<file path="config.mk">
export PLATFORM = sky130hd
export DESIGN_NAME = mc_ctr
export DESIGN_NICKNAME = d
export VERILOG_FILES = /design/src/rtl/mc_ctr.sv
export SDC_FILE = /design/constraint.sdc
export NUM_CORES = 1
export LEC_CHECK = 0
export BUFFER_PORTS_ARGS = -buffer_cell sky130_fd_sc_hd__clkbuf_2
export CAP_MARGIN = 0
export CORE_ASPECT_RATIO = 1.1
export CORE_UTILIZATION = 34
export CTS_BUF_LIST = sky130_fd_sc_hd__clkbuf_16
export DETAILED_ROUTE_END_ITERATION = 8
export GPL_ROUTABILITY_DRIVEN = 1
export HOLD_SLACK_MARGIN = 0.06
export PLACE_DENSITY = 0.73
export SYNTH_ARGS = -nofsm -noshare
export SYNTH_HDL_FRONTEND = slang
export SYNTH_SLANG_ARGS = --single-unit
</file>
<file path="constraint.sdc">
create_clock -name clk -period 3 [get_ports clk]
set_input_delay 0.6 -clock clk [delete_from_list [all_inputs] [get_ports clk]]
set_output_delay 0.6 -clock clk [all_outputs]
set_load 0.03 [all_outputs]
</file>
<file path="src/rtl/mc_ctr.sv">
// Multi-cycle MIPS control FSM: sequences fetch/decode/execute over a shared ALU and memory port.
// Optional performance counters are enabled with `define MC_CTR_PERF_CNT_EN.
module mc_ctr #(
  parameter int CNT_W = 32
) (
  input  logic       clk,
  input  logic       rst_n,
  input  logic [5:0] opCode,
  input  logic       memReady,
  output logic       pcWrite,
  output logic       pcWriteCond,
  output logic [1:0] pcSource,
  output logic       iorD,
  output logic       memRead,
  output logic       memWrite,
  output logic       irWrite,
  output logic       memToReg,
  output logic       regDst,
  output logic       regWrite,
  output logic       aluSrcA,
  output logic [1:0] aluSrcB,
  output logic [1:0] aluop,
  output logic       instrDone,
  output logic       badOp,
  output logic [3:0] state
`ifdef MC_CTR_PERF_CNT_EN
  ,
  output logic [CNT_W-1:0] cycleCount,
  output logic [CNT_W-1:0] instrCount
`endif
);

  localparam logic [5:0] OP_RTYPE = 6'b000000;
  localparam logic [5:0] OP_LW    = 6'b100011;
  localparam logic [5:0] OP_SW    = 6'b101011;
  localparam logic [5:0] OP_BEQ   = 6'b000100;
  localparam logic [5:0] OP_J     = 6'b000010;
  localparam logic [5:0] OP_ADDI  = 6'b001000;

  typedef enum logic [3:0] {
    IDLE   = 4'd0,
    FETCH  = 4'd1,
    DECODE = 4'd2,
    MEMADR = 4'd3,
    MEMRD  = 4'd4,
    WBMEM  = 4'd5,
    MEMWR  = 4'd6,
    EXR    = 4'd7,
    WBR    = 4'd8,
    BEQ    = 4'd9,
    JMP    = 4'd10,
    EXI    = 4'd11,
    WBI    = 4'd12
  } stateT;

  stateT stateQ;
  // opCode is only valid in DECODE, so the lw/sw choice is captured there for MEMADR.
  logic  isStore;

  assign state = stateQ;

  always_ff @(posedge clk) begin
    if (!rst_n) begin
      stateQ  <= IDLE;
      isStore <= 1'b0;
    end else begin
      case (stateQ)
        IDLE:   stateQ <= FETCH;
        FETCH:  if (memReady) stateQ <= DECODE;
        DECODE: begin
          isStore <= (opCode == OP_SW);
          case (opCode)
            OP_LW, OP_SW: stateQ <= MEMADR;
            OP_RTYPE:     stateQ <= EXR;
            OP_BEQ:       stateQ <= BEQ;
            OP_J:         stateQ <= JMP;
            OP_ADDI:      stateQ <= EXI;
            default:      stateQ <= FETCH;
          endcase
        end
        MEMADR: stateQ <= isStore ? MEMWR : MEMRD;
        MEMRD:  if (memReady) stateQ <= WBMEM;
        MEMWR:  if (memReady) stateQ <= FETCH;
        EXR:    stateQ <= WBR;
        EXI:    stateQ <= WBI;
        default: stateQ <= FETCH;
      endcase
    end
  end

  always_comb begin
    pcWrite     = 1'b0;
    pcWriteCond = 1'b0;
    pcSource    = '0;
    iorD        = 1'b0;
    memRead     = 1'b0;
    memWrite    = 1'b0;
    irWrite     = 1'b0;
    memToReg    = 1'b0;
    regDst      = 1'b0;
    regWrite    = 1'b0;
    aluSrcA     = 1'b0;
    aluSrcB     = '0;
    aluop       = '0;
    instrDone   = 1'b0;
    badOp       = 1'b0;
    case (stateQ)
      FETCH: begin
        memRead = 1'b1;
        aluSrcB = 2'b01;
        irWrite = memReady;
        pcWrite = memReady;
      end
      DECODE: begin
        aluSrcB = 2'b11;
        badOp   = !(opCode inside {OP_RTYPE, OP_LW, OP_SW, OP_BEQ, OP_J, OP_ADDI});
      end
      MEMADR, EXI: begin
        aluSrcA = 1'b1;
        aluSrcB = 2'b10;
      end
      MEMRD: begin
        memRead = 1'b1;
        iorD    = 1'b1;
      end
      WBMEM: begin
        regWrite  = 1'b1;
        memToReg  = 1'b1;
        instrDone = 1'b1;
      end
      MEMWR: begin
        memWrite  = 1'b1;
        iorD      = 1'b1;
        instrDone = memReady;
      end
      EXR: begin
        aluSrcA = 1'b1;
        aluop   = 2'b10;
      end
      WBR: begin
        regWrite  = 1'b1;
        regDst    = 1'b1;
        instrDone = 1'b1;
      end
      BEQ: begin
        aluSrcA     = 1'b1;
        aluop       = 2'b01;
        pcWriteCond = 1'b1;
        pcSource    = 2'b01;
        instrDone   = 1'b1;
      end
      JMP: begin
        pcWrite   = 1'b1;
        pcSource  = 2'b10;
        instrDone = 1'b1;
      end
      WBI: begin
        regWrite  = 1'b1;
        instrDone = 1'b1;
      end
      default: ;
    endcase
  end

`ifdef MC_CTR_PERF_CNT_EN
  always_ff @(posedge clk) begin
    if (!rst_n) begin
      cycleCount <= '0;
      instrCount <= '0;
    end else begin
      if (stateQ != IDLE) cycleCount <= cycleCount + CNT_W'(1);
      if (instrDone)      instrCount <= instrCount + CNT_W'(1);
    end
  end
`endif

endmodule
</file>
======== Yosys cells after proc, flatten, opt, wreduce, memory -nomap -nowiden ========
Index checks and enable logic that the tools add are counted.
word-level totals
  register bits after elaboration ......... 5
  input bits .............................. 9
  output and inout bits ................... 22
  logic and storage cells ................. 54
operators by class
  equal/unequal tests ..................... 20
  muxes and demuxes ....................... 21
  reductions and logical operators ........ 11
operator list
  operator            number
  $pmux 4 s7          1
  $eq 4x4->1 const B  5
  $pmux 4 s5          1
  $eq 4x3->1 const B  4
  $eq 6x6->1 const B  2
  $mux 4              3
  $mux 1              10
  $eq 4x2->1 const B  2
  $pmux 2 s2          2
  $reduce_or 2->1     4
  $eq 6x2->1 const B  1
  $eq 6x3->1 const B  1
  $eq 6x4->1 const B  1
  $logic_not 6->1     1
  $ne 2x2->1 const B  3
  $pmux 2 s3          1
  $reduce_bool 6->1   1
  $reduce_or 5->1     1
  $eq 4x1->1 const B  1
  $pmux 1 s2          2
  $reduce_or 4->1     1
  $reduce_and 3->1    1
  $reduce_or 3->1     1
  $mux 2              1
  $logic_not 1->1     1

======== Longest topological paths before layout ========
  depth after elaboration ................. 4
  mapped depth ............................ 6
  mapped depth without buffers ............ 4

======== Worst setup path before layout ========
OpenSTA, ideal clock, no wires.
  path kind ............................... register -> output
  from .................................... register stateQ[2] (netlist: state[2])
  to ...................................... output port pcWrite
  data arrival time ....................... 2.186 ns
  required time ........................... 2.400 ns
  slack ................................... 0.214 ns
  stages on the path, launching flop included .. 5
  path through ............................ dfxtp_1 buf_6 clkbuf_1 nor4_1 or2_2
on the way
  word-level cells in the longest chain between the ends .. 2
  elaborated cells between the ends (all ways) .. 3
  those cells by class .................... eq/ne: 2; mux: 1
ends and longest elaborated chain
  element                                          RTL line  RTL
  start: declaration                               56        stateT stateQ;
  start signal: assignment                         81        MEMADR: stateQ <= isStore ? MEMWR : MEMRD;
  $eq 4x4->1 / $eq 4x1->1 (equally long branches)  107       case (stateQ)
  $pmux 1 s2 *                                     107
  end: declaration                                 10        output logic pcWrite,
Mark *: on every way between the ends. The rest lies on a longest branch, timed or not.

======== Worst setup path in the final report ========
  from .................................... register stateQ[1] (netlist: state[1])
  to ...................................... output port badOp
on the way
  word-level cells in the longest chain between the ends .. 2
ends and longest elaborated chain
  element           RTL line  RTL
  $eq 4x2->1        107
  $mux 1            107
  end: declaration  24        output logic badOp,
Every way passes these cells.

==> summary.txt <==
Power and ir drop
  – Pwr Density: 460.7 nW/um^2
  – Maximum VDD drop: 0.3883 mV
  – Lkg Pwr: 0.3816 nW
  – Pwr Total: 0.0003805 W

Placement
  – Count of input and output buffers: 30
  – Hpwl dp: 1.182 mm
  – Area post-placement: 747.0 um^2
  – GPL Wtd Cong: 0.8118

Synth
  – Synth Register Bits: 5
  – Register area share after synthesis: 16.56%
  – Syn_nets: 95
  – Ys flop type: dfxtp_1
  – Async S/R FF share, synth: 0%
  – EDFF count, synth: 0
  – Post-synthesis instance total: 86
  – Syn avg cell area: 7.027 um^2
  – Yosys warns: 0
  – Netlist cell types: 42
  – Synthesized area: 604.3 um^2

Floorplanning
  – Initial core utilization: 37.44%
  – Die ar.: 1950 um^2
  – Die width: 42.20 um
  – Core ar.: 1614 um^2
  – Die height: 46.22 um
  – Ports: 31
  – # rows: 15

Layout
  – Area growth, synth to finish: 36.65%
  – Nets: 125
  – Most frequent cells in the layout: clkbuf_2 (30), nor2_1 (13), nor3_1 (7), a21oi_1 (7), dfxtp_1 (5)
  – Final design utilization: 51.16%
  – Finished Cell Area: 825.8 um^2
  – Most common cell after layout, fill and taps aside: clkbuf_2
  – # fillers: 172
  – Layout cells sized above 1: 35.65%
  – Antenna Cells: 0

Critical path
  – Critical Path, Cell by Cell: or4b_4 > a31oi_2 > o21a_1 > clkbuf_2
  – Slowest stage cell, crit path: dfxtp_1
  – CP Capture Type: primary output
  – Worst Path Class, Setup: register to primary output
  – Worst Path Max Fanout: 16
  – Arrival time at the worst endpoint: 1.90 ns
  – Slowest Stage Delay on Critical Path: 0.60 ns
  – Worst path required time: 2.40 ns
  – Crit start category: register

Clock network
  – Clk buf depth: 2
  – Inserted Clock Buffers: 3
  – Setup Fix Bufs, Post-CTS: 0
  – Clock sinks: 5
  – Clk_lat worst skew: 0.23 ns
  – Worst-path clk slew: 0.03 ns
  – Post-CTS resize count: 0
  – CTS tree: done
  – H-Tree Depth: 1
  – Post-CTS Hold Buffers: 0
  – Root Driver: clkbuf_16

Min path
  – Hold crit path type: register to register

Timing
  – Fin crit period: 2.505 ns
  – Relative slew slack: 67.16%
  – Final TNS setup: 0 ns
  – Period Utilization, post-route: 83.50%
  – Slew Limit Fails: 0
  – Fmax: 0.3992 GHz
  – Hold Fails Final Rpt: 0
  – RSZ-0062 raised after global routing: false
  – Clock skew: 0.002814 ns
  – Setup Viol. Count Final: 0
  – Worst slew pin tran: 0.4919 ns

Status
  – Status: finished, final reports clean

Detailed routing
  – Antenna Nets Post-Route: 0
  – DRC Markers: 0
  – Final WL: 1.573 mm
  – WL per Instance: 11.92 um
  – DRT Pass-1 Iters: 4
  – DR vias/cell: 5.636
  – First DRT Iteration DRCs: 10
  – Via Count: 744

GRT
  – Total Routing Usage GR: 17.43%
  – Number of global-route vias before repair: 581
  – Initial antenna violation count: 0
  – Largest net degree at the start of global routing: 17
  – First-pass GRT wire length: 2.684 mm
  – Gr ovfl total: 0

Run
  – Max_cap viols: 0
cell families after synthesis:
group,share of synthesized area (%)
DFF,16.56
and+or+nand+nor,37.06
buffers and inverters,8.487
AOI/OAI and AO/OA,31.88
muxes,1.656
xor gates and xnor gates,4.349
worst paths after layout:
check,slack (ns),to,from,depth (start not counted)
worst max-delay path,0.50,badOp,state[1],4
worst min-delay path,0.55,isStore,isStore,2
worst max register to register,1.39,isStore,state[1],4
worst min register to register,0.55,isStore,isStore,2
registers in the layout (all words and copies together) (netlist names):
register and count:
isStore 1, state 4
power by group:
part           total [W]  leakage (nW)  switching [W]  internal (W)
sequential     0.0000784        0.0407     0.00000896     0.0000695
combinational  0.0000879         0.299      0.0000557     0.0000321
clock           0.000214        0.0423      0.0000417      0.000172
critical path: cells and delay by family, from the launching register on:
family                 cells  cell delay [ns]
DFF                        1             0.60
buffers and inverters      1             0.19
AOI/OAI and AO/OA          2             0.33
and+or+nand+nor            1             0.56
metrics by stage:
stage               instances  setup slack, ns  hold WS [ns]
floorplan                  86           0.2140        0.4765
global placement          128           0.7714        0.5306
detailed placement        128           0.7209        0.5344
CTS                       132           0.4974        0.5503
global route              132           0.4126        0.5619
finish                    132           0.4950        0.5503
synthesized netlist by cell type, types with 2 or more instances:
| master | instances | area [um^2] |
|---|---|---|
| nand2b_1 | 4 | 25.02 |
| buf_2 | 2 | 10.01 |
| and3_1 | 2 | 12.51 |
| nor2_1 | 13 | 48.80 |
| nor4_1 | 2 | 12.51 |
| o21ai_0 | 2 | 10.01 |
| nor4b_1 | 2 | 17.52 |
| xnor2_1 | 2 | 17.52 |
| a21oi_1 | 7 | 35.03 |
| nor2b_1 | 3 | 18.77 |
| nand2_1 | 3 | 11.26 |
| o21a_1 | 2 | 15.01 |
| nor3_1 | 7 | 35.03 |
| inv_1 | 3 | 11.26 |
| dfxtp_1 | 5 | 100.1 |
metal layers:
layer,track usage [%],wire length (um),up-vias
met5,0,0,-
met4,0,0,0
met3,4.706,108,0
met2,28.92,730,36
met1,24.19,734,331
li1,-,-,377
cell type report:
cell class / instances / area (um^2) / area share, %
Inverter: 4 / 15.01 / 1.818
Timing Repair Buffer: 31 / 157.7 / 19.09
Clock buffer: 3 / 75.07 / 9.091
Sequential cell: 5 / 100.1 / 12.12
Tap cell: 17 / 21.27 / 2.576
Clock inverter: 1 / 3.754 / 0.4545
Multi-Input combinational cell: 71 / 452.9 / 54.85
(Power assumes the default switching activity.)
